==> src/rtl/cpu_irq_ctrl.sv <==
// Prioritised three-source interrupt controller for PicoBlaze: pending/mask/vector
// registers on a 4-port I/O window, one interrupt in flight until firmware writes EOI.
module cpu_irq_ctrl #(
  parameter logic [7:0] PORT_BASE = 8'hE0,
  parameter logic [2:0] EDGE_MODE = 3'b111
) (
  input  logic       clk,
  input  logic       reset,
  input  logic [2:0] irq_src,
  input  logic [7:0] port_id,
  input  logic       write_strobe,
  input  logic [7:0] out_port,
  output logic       interrupt,
  input  logic       interrupt_ack,
  output logic [7:0] rd_data,
  output logic       rd_sel,
  output logic       irq_busy
);

  localparam logic [1:0] S_IDLE    = 2'd0;
  localparam logic [1:0] S_REQ     = 2'd1;
  localparam logic [1:0] S_SERVICE = 2'd2;

  logic [1:0] state_q, state_d;
  logic [2:0] pend_q, pend_d;
  logic [2:0] mask_q, mask_d;
  logic [7:0] vec_q, vec_d;
  logic [2:0] src_d_q;

  logic       wr_en, eoi_wr, req, ack_take;
  logic [2:0] set_bits, w1c, cand, ack_clr;
  logic       unused_data;

  assign unused_data = ^out_port[7:3];

  always_comb begin
    rd_sel   = (port_id[7:2] == PORT_BASE[7:2]);
    wr_en    = write_strobe & rd_sel;
    w1c      = (wr_en && port_id[1:0] == 2'd0) ? out_port[2:0] : '0;
    eoi_wr   = wr_en && (port_id[1:0] == 2'd3);
    // Edge-mode bits need a fresh rise; level-mode bits set whenever high.
    set_bits = irq_src & (~EDGE_MODE | ~src_d_q);
    req      = |(pend_q & mask_q);
    ack_take = (state_q == S_REQ) && interrupt_ack;
    // Arbitration sees pending bits after a same-cycle W1C, so a cleared source is not vectored.
    cand     = pend_q & ~w1c & mask_q;

    ack_clr  = '0;
    vec_d    = vec_q;
    if (ack_take) begin
      if (cand[0]) begin
        ack_clr = 3'b001;
        vec_d   = 8'h80;
      end else if (cand[1]) begin
        ack_clr = 3'b010;
        vec_d   = 8'h81;
      end else if (cand[2]) begin
        ack_clr = 3'b100;
        vec_d   = 8'h82;
      end else begin
        vec_d   = 8'h03;
      end
    end

    pend_d = ((pend_q & ~w1c) | set_bits) & ~ack_clr;
    mask_d = (wr_en && port_id[1:0] == 2'd1) ? out_port[2:0] : mask_q;

    state_d = state_q;
    case (state_q)
      S_IDLE:    if (req) state_d = S_REQ;
      S_REQ: begin
        if (interrupt_ack)  state_d = S_SERVICE;
        else if (!req)      state_d = S_IDLE;
      end
      S_SERVICE: if (eoi_wr) state_d = S_IDLE;
      default:   state_d = S_IDLE;
    endcase
  end

  always_ff @(posedge clk or posedge reset) begin
    if (reset) begin
      state_q <= S_IDLE;
      pend_q  <= '0;
      mask_q  <= '0;
      vec_q   <= 8'h03;
      src_d_q <= '0;
    end else begin
      state_q <= state_d;
      pend_q  <= pend_d;
      mask_q  <= mask_d;
      vec_q   <= vec_d;
      src_d_q <= irq_src;
    end
  end

  assign interrupt = (state_q == S_REQ);
  assign irq_busy  = (state_q == S_SERVICE);

  always_comb begin
    rd_data = '0;
    if (rd_sel) begin
      case (port_id[1:0])
        2'd0:    rd_data = {5'b0, pend_q};
        2'd1:    rd_data = {5'b0, mask_q};
        2'd2:    rd_data = vec_q;
        default: rd_data = '0;
      endcase
    end
  end

endmodule

==> config.mk <==
export PLATFORM = sky130hd
export DESIGN_NAME = cpu_irq_ctrl
export DESIGN_NICKNAME = d
export VERILOG_FILES = /design/src/rtl/cpu_irq_ctrl.sv
export SDC_FILE = /design/constraint.sdc
export NUM_CORES = 1
export LEC_CHECK = 0
export BUFFER_PORTS_ARGS = -buffer_cell sky130_fd_sc_hd__buf_4
export CAP_MARGIN = 20
export CORE_AREA = 2 2 45 47
export DETAILED_ROUTE_END_ITERATION = 12
export DIE_AREA = 0 0 47 49
export PLACE_DENSITY = 0.91
export REMOVE_ABC_BUFFERS = 1
export SLEW_MARGIN = 20
export SYNTH_ARGS = -nofsm -noshare
export SYNTH_HDL_FRONTEND = slang
export SYNTH_SLANG_ARGS = --single-unit
==> constraint.sdc <==
create_clock -name clk -period 2.4 [get_ports clk]
set_input_delay 0.48 -clock clk [delete_from_list [all_inputs] [get_ports clk]]
set_output_delay 0.48 -clock clk [all_outputs]
set_load 0.05 [all_outputs]
# Word level (Yosys, flattened, before mapping)
# Index checks and enable logic that the tools add are counted.
# totals
regBits	19
latchBits	0
ramBits	0
romBits	0
input_bits	23
out_inout_bits	11
memories	0
# classes
add_sub_neg	0
multipliers	0
div_mod_pow	0
magnitude_cmp	0
n_eq_ne	9
n_shift	0
n_mux	15
bitwise	10
reduce_logical	8
# op_table
op	count
$mux W8	4
$pmux W8 S3	1
$and A3 B3 Y3	5
$mux W3	5
$not A3 Y3	3
$mux W2	4
$eq A2 B2 Y1 const B	3
$eq A6 B6 Y1 const B	1
$pmux W2 S3	1
$eq A2 B1 Y1 const B	2
$logic_and A1 B1 Y1	4
$logic_not A2 Y1	2
$ne A3 B3 Y1 const B	1
$or A3 B3 Y3	1
$reduce_and A3 Y1	1
$reduce_or A3 Y1	1
$ne A2 B1 Y1 const B	1
$ne A2 B2 Y1 const B	1
$and A1 B1 Y1	1

# Longest topological paths before layout
# Gate-level depths: netlist (run 1).
# logic_depth
ltp_word	13
ltp_mapped	6

# Worst setup path before layout (run 1)
# No wires, ideal clock.
# synth_timing
kind	input port to output port
from	input port port_id[4]
to	output port rd_data[2]
arrival_time_ns	2.006
setup_slack_ns	-0.086
cell_stages	4
path_buffers	1
cell_sequence	and4b_1 -> buf_6 -> nand2_4 -> nor3_1
# synth_via
elab_chain_cells	2
# synth_lines
element	line_no	text
from (decl)	10	input logic [7:0] port_id,
$eq A6 B6 Y1	37	rd_sel = (port_id[7:2] == PORT_BASE[7:2]);
$mux W8	101	if (rd_sel) begin
to (decl)	15	output logic [7:0] rd_data,
# No other way between the ends.

# Final worst setup path (run 1)
# layout_timing
from	input port port_id[4]
to	output port rd_data[7]
# The elaborated chain is that of the path after synthesis.

==> qor.csv, run 1 <==
stage;metric;value;unit
sta;minimum clock period;2.068;ns
synthesis;Synth async-reset ratio;100.0;%
pwr;Power Density;650.9;nW/um^2
pwr;Peak VDD IR;0.3505;mV
die;Core Box Area;1842;sq um
synthesis;Unique masters post-synth;32;
global_routing;first-pass GRT wire length;2925;um
setup_path;Critical Path RT;1.92;ns
placement;DP Area;1041;sq um
synthesis;simple-gate area share of the yosys netlist;25.29;%
cts;hold buffer count at CTS;0;
global_routing;initial antenna violation count;0;
pwr;Overall Power;701.2;uW
cts;CTS tree;yes;
detailed_routing;DRT Pass-1 Iters;4;
setup_path;Crit Path Category;primary input to primary output;
pwr;sw power;234.9;uW
run;maxcap violations;0;
synthesis;Post-Syn Area;875.8;sq um
sta;RSZ-0062 raised after global routing;false;
global_routing;number of global-route vias before repair;690;
placement;IO Port Bufs;24;
die;# IOs;34;
cts;Clock Latency Late Sink;0.29;ns
setup_path;crit path max-delay cell type;and4b_1;
die;Initial Util;47.55;%
detailed_routing;DRT antenna net count;0;
pwr;Internal;466.3;uW
finish;Layout area overhead;23.00;%
pwr;LEAKAGE;0.0005399;uW
placement;Final GP Congestion;0.8302;
synthesis;EDFF count, synth;0;
sta;WHS;0.2109;ns
sta;Rel. slew slack;65.41;%
finish;fin nets;133;
synthesis;mux cell area share after synthesis;8.571;%
cts;# clock sinks;14;
synthesis;Seq/Total Area, Yosys;40.29;%
finish;commonest non-fill, non-tap cell in the layout;buf_4;
synthesis;compound-gate portion of the synthesized area;15.43;%
synthesis;number of synthesis warnings;0;
placement;DPL Wire Length;1449;um
die;Row Count;16;
sta;Final setup viols;0;
pwr;Switching Share;33.50;%
finish;commonest non-fill, non-tap cells in the layout;buf_4 (24), dfrtp_1 (12), nor2_1 (8);
die;die height;49;um
pwr;share of total power in the clock network;25.0;%
die;die footprint;2303;sq um
finish;Finished Cell Area;1077;sq um
sta;Final Hold Viols;0;
detailed_routing;WL/cell;13.45;um
detailed_routing;DR iter-0 viols;19;
detailed_routing;total wire length;1829;um
setup_path;crit path cell chain;buf_4, and4b_1, nand2_4, nor3_1, buf_4;
setup_path;Setup crit end kind;primary output;
global_routing;GRT Residual Overflow;0;
pwr;register share of total power;45.3;%
setup_path;Crit path top cell by count;buf_4;
cts;Post-CTS Resized;0;
setup_path;CP peak stage delay;0.45;ns
synthesis;Syn Inst Count;85;
detailed_routing;vias after detailed routing;699;
sta;FMAX;483.5;MHz
cts;Max clock buf depth;2;
finish;n_diodes;0;
outcome;run status;completed;
synthesis;register bit count reported by yosys;14;
synthesis;Avg Cell Area, Syn;10.30;sq um
cts;# H-tree levels;1;
synthesis;Synth Flop Type;dfrtp_1;
finish;layout cells sized above 1;38.53;%
setup_path;Critical Path AT;1.59;ns
sta;fin. max-slew vios;0;
setup_path;Worst Path Max Fanout;6;
cts;clk slew on worst S/H paths;0.09;ns
synthesis;adder-cell share of the synthesized area;0;%
pwr;Comb power frac;29.7;%
cts;CTS Root Cell;clkbuf_4;
cts;postcts setup bufs;0;
synthesis;main combinational cell family by area after synthesis;simple AND/OR/NAND/NOR gates;
sta;worst-margin pin slew;0.5183;ns
sta;Clock Skew;0.006782;ns
detailed_routing;via/cell ratio;5.140;
global_routing;largest net degree at the start of global routing;15;
setup_path;startpoint class of the critical path;primary input;
sta;fin crit share;86.18;%
synthesis;Synth Area in XOR/XNOR;0;%
global_routing;GR Util All Layers;17.81;%
cts;Num CTS Buffers;3;
die;die width;47;um
min_path;Tightest Hold Check Type;primary input to async pin;
detailed_routing;DRC;0;
logic make-up after synthesis:
family | after synthesis
and+or+nand+nor | 30
AOI/OAI and AO/OA | 19
muxes | 7
DFF | 14
buffers and inverters | 14
other | 1
flip-flops by register name (all words and copies together) (netlist names):
signal / cells
vec_q: 3
state_q: 2
src_d_q: 3
mask_q: 3
pend_q: 3
metrics by stage:
stage               instances  utilization [%]  setup TNS, ns  setup WS [ns]
finish                    136            58.49              0         0.3317
detailed placement        132            56.52              0         0.3429
global placement          132            56.52              0         0.3543
floorplan                  81                -        -0.3330        -0.1665
CTS                       136            58.49              0         0.3343
global route              136            58.49              0         0.2684
Yosys cell counts, types with 2 or more instances:
| library cell | count | share of area (%) |
|---|---|---|
| dfstp_2 | 2 | 6.0 |
| nand2_1 | 6 | 2.6 |
| dfrtp_1 | 12 | 34 |
| buf_6 | 2 | 2.6 |
| nor3_1 | 2 | 1.1 |
| a31oi_1 | 5 | 3.6 |
| a31oi_2 | 2 | 2.9 |
| mux2_1 | 3 | 3.9 |
| nor2_1 | 8 | 3.4 |
| a21oi_1 | 7 | 4.0 |
| mux2i_1 | 3 | 3.4 |
| buf_4 | 5 | 4.3 |
| and4bb_1 | 2 | 2.9 |
| inv_1 | 6 | 2.6 |
| nor2b_1 | 3 | 2.1 |
per-layer routing:
layer | wire length [um] | track usage (%) | up-vias
li1 | - | - | 335
met1 | 784 | 20.56 | 338
met2 | 910 | 29.22 | 21
met3 | 94 | 4.815 | 5
met4 | 40 | 8.333 | 0
met5 | 0 | 0 | -
worst max-delay path, delay by kind of cell:
kind,cells,cell delay [ns]
buf+inv,2,0.33
simple gates,3,0.77
power groups by stage:
stage / Clock [uW] / Combinational [uW] / Sequential, uW
4_1_cts: 182 / 209 / 318
6_report: 175 / 208 / 318
5_1_grt: 192 / 226 / 325
3_5_place_dp: 0 / 208 / 323
2_1_floorplan: 0 / 146 / 313
3_3_place_gp: 0 / 203 / 320
final cells by class:
class | instances | area [sq um]
Timing Repair Buffer | 24 | 180.2
Inverter | 7 | 27.53
Multi-Input combinational cell | 60 | 446.7
Clock buffer | 4 | 36.28
Fill cell | 176 | 764.5
Tap cell | 27 | 33.78
Sequential cell | 14 | 352.8
path summary, 6_finish.rpt:
check	from	to	slack, ns	cells after the start
worst max-delay path	port_id[4]	rd_data[7]	0.33	5
worst min-delay path	reset	pend_q[0]$_DFF_PP0_	0.21	2
worst max register to register	state_q[0]$_DFFE_PP0P_	pend_q[1]$_DFF_PP0_	1.20	4
worst min register to register	state_q[1]$_DFFE_PP0P_	state_q[0]$_DFFE_PP0P_	0.51	1
max in group asynchronous	reset	vec_q[1]$_DFFE_PP1P_	1.82	2
min in group clk	irq_src[1]	src_d_q[1]$_DFF_PP0_	0.30	1
(Power assumes the default switching activity.)
==> inputs of run 2 (changes only) <==
--- a/config.mk
+++ b/config.mk
@@ -5,12 +5,12 @@
 export SDC_FILE = /design/constraint.sdc
 export NUM_CORES = 1
 export LEC_CHECK = 0
-export BUFFER_PORTS_ARGS = -buffer_cell sky130_fd_sc_hd__buf_4
 export CAP_MARGIN = 20
 export CORE_AREA = 2 2 45 47
 export DETAILED_ROUTE_END_ITERATION = 12
 export DIE_AREA = 0 0 47 49
-export PLACE_DENSITY = 0.91
+export DONT_BUFFER_PORTS = 1
+export PLACE_DENSITY = 0.74
 export REMOVE_ABC_BUFFERS = 1
 export SLEW_MARGIN = 20
 export SYNTH_ARGS = -nofsm -noshare
==> run 2 against run 1 <==
Net effect: global-route usage decreased by 1.0 points; non-clock buffer count is 18 lower; first-iteration DRC count down 68%; sequential power about the same; power down 4.8%; flip-flop and latch count unchanged.
==> qor.csv, run 2 (synthesized netlist as in run 1, its figures left out) <==
stage;metric;value;unit;change
global_routing;largest net degree at the start of global routing;15;;unchanged
outcome;run status;completed;;
finish;final non-filler cell total;118;;-13%
detailed_routing;DRT Pass-1 Iters;4;;unchanged
cts;CTS Root Cell;clkbuf_4;;
pwr;Comb power frac;26.5;%;-3.2 points
cts;# H-tree levels;1;;unchanged
global_routing;number of global-route vias before repair;578;;-16%
sta;WHS;0.1115;ns;-0.09939 ns
die;Row Count;16;;unchanged
sta;minimum clock period;1.929;ns;-0.1398 ns
detailed_routing;WL/cell;13.87;um;+3.2%
pwr;Switching Share;32.75;%;-0.75 points
setup_path;Setup crit end kind;primary output;;
die;die width;47;um;unchanged
sta;Clock Skew;0.005025;ns;-0.001757 ns
setup_path;crit path cell chain;and4b_1, nand2_4, nor3_1, buf_4;;
global_routing;GR Util All Layers;16.76;%;-1.0 points
cts;Max clock buf depth;2;;unchanged
sta;fin crit share;80.36;%;-5.8 points
finish;Layout area overhead;8.143;%;
run;maxcap violations;0;;unchanged
setup_path;Worst Path Max Fanout;6;;unchanged
pwr;LEAKAGE;0.0004530;uW;-16%
placement;Cells after DPL;114;;-14%
finish;Final Core Density;51.43;%;-7.1 points
cts;hold buffer count at CTS;0;;unchanged
global_routing;first-pass GRT wire length;2787;um;-4.7%
pwr;Internal;449.1;uW;-3.7%
min_path;Tightest Hold Check Type;primary input to async pin;;
finish;n_diodes;0;;unchanged
sta;RSZ-0062 raised after global routing;false;;
detailed_routing;via/cell ratio;5.288;;+2.9%
die;die height;49;um;unchanged
finish;layout cells sized above 1;27.47;%;-11 points
detailed_routing;total wire length;1637;um;-10%
pwr;register share of total power;48.1;%;+2.8 points
detailed_routing;vias after detailed routing;624;;-11%
finish;commonest non-fill, non-tap cell in the layout;dfrtp_1;;
cts;postcts setup bufs;0;;unchanged
placement;IO Port Bufs;0;;-100%
sta;Final Hold Viols;0;;unchanged
cts;clk slew on worst S/H paths;0.08;ns;about the same
setup_path;Crit Path Category;primary input to primary output;;
sta;worst-margin pin slew;0.5279;ns;+0.009521 ns
setup_path;CP peak stage delay;0.43;ns;-0.02 ns
finish;commonest non-fill, non-tap cells in the layout;dfrtp_1 (12), nor2_1 (8), a21oi_1 (7);;
setup_path;Critical Path AT;1.45;ns;-0.14 ns
setup_path;worst setup path start;port_id[4];;
detailed_routing;DR iter-0 viols;6;;-13
pwr;share of total power in the clock network;25.4;%;+0.4 points
die;# IOs;34;;unchanged
pwr;Power Density;705.0;nW/um^2;+8.3%
setup_path;FF-to-FF End;vec_q[0]$_DFFE_PP1P_;;
sta;Final setup viols;0;;unchanged
cts;# clock sinks;14;;unchanged
cts;CTS tree;yes;;
finish;fin nets;115;;-14%
pwr;Overall Power;667.8;uW;-4.8%
detailed_routing;DRT antenna net count;0;;unchanged
sta;Rel. slew slack;64.77;%;-0.64 points
placement;Final GP Congestion;0.7971;;-4.0%
setup_path;crit path max-delay cell type;and4b_1;;
die;Initial Util;47.55;%;unchanged
setup_path;startpoint class of the critical path;primary input;;
sta;FMAX;518.5;MHz;+7.2%
global_routing;initial antenna violation count;0;;unchanged
cts;Post-CTS Resized;0;;unchanged
sta;fin. max-slew vios;0;;unchanged
die;die footprint;2303;sq um;unchanged
setup_path;Reg2Reg Depth;4;;unchanged
cts;Clock Latency Late Sink;0.28;ns;about the same
detailed_routing;DRC;0;;unchanged
pwr;sw power;218.7;uW;-6.9%
pwr;Peak VDD IR;0.3216;mV;-8.2%
setup_path;reg2reg start;pend_q[2]$_DFF_PP0_;;
global_routing;GRT Residual Overflow;0;;unchanged
setup_path;worst reg2reg setup slack;1.24;ns;+0.04 ns
die;Core Box Area;1842;sq um;unchanged
cts;Num CTS Buffers;3;;unchanged
placement;DPL Wire Length;1298;um;-10%
setup_path;Critical Path RT;1.92;ns;about the same
## run 2: worst max-delay path by stage
stage                  to  slack, ns
2_1_floorplan  rd_data[2]      -0.17
3_3_place_gp   rd_data[2]       0.48
3_5_place_dp   rd_data[2]       0.47
4_1_cts        rd_data[2]       0.47
5_1_grt        rd_data[7]       0.40
6_report       rd_data[2]       0.47
## run 2: area by class of cell
class | instances | area, sq um
Clock buffer | 4 | 36.28
Fill cell | 179 | 894.6
Inverter | 7 | 27.53
Multi-Input combinational cell | 60 | 451.7
Sequential cell | 14 | 352.8
Tap cell | 27 | 33.78
Timing Repair Buffer | 6 | 45.04
## run 2: stage by stage
step           worst slack, ns  cell area, sq um  TNS (ns)
2_1_floorplan          -0.1665             827.0   -0.3330
3_3_place_gp            0.4767             910.9         0
3_5_place_dp            0.4679             910.9         0
4_1_cts                 0.4669             947.2         0
5_1_grt                 0.4024             947.2         0
6_report                0.4714             947.2         0
## run 2: power groups by stage
| stage | Clock [uW] | Combinational [uW] | Sequential (uW) |
|---|---|---|---|
| detailed placement | 0 | 178 | 325 |
| CTS | 178 | 179 | 320 |
| global placement | 0 | 176 | 321 |
| floorplan | 0 | 146 | 313 |
| global route | 191 | 196 | 326 |
| finish | 170 | 177 | 321 |
## run 2: routing by layer
layer | wire, um | track usage [%]
met1 | 740 | 23.76
met2 | 750 | 23.74
met3 | 120 | 5.926
met4 | 25 | 5.093
met5 | 0 | 0
## run 2: critical path, delay by kind of cell
kind | cells | cell delay (ns)
buffers and inverters | 1 | 0.22
and+or+nand+nor | 3 | 0.73
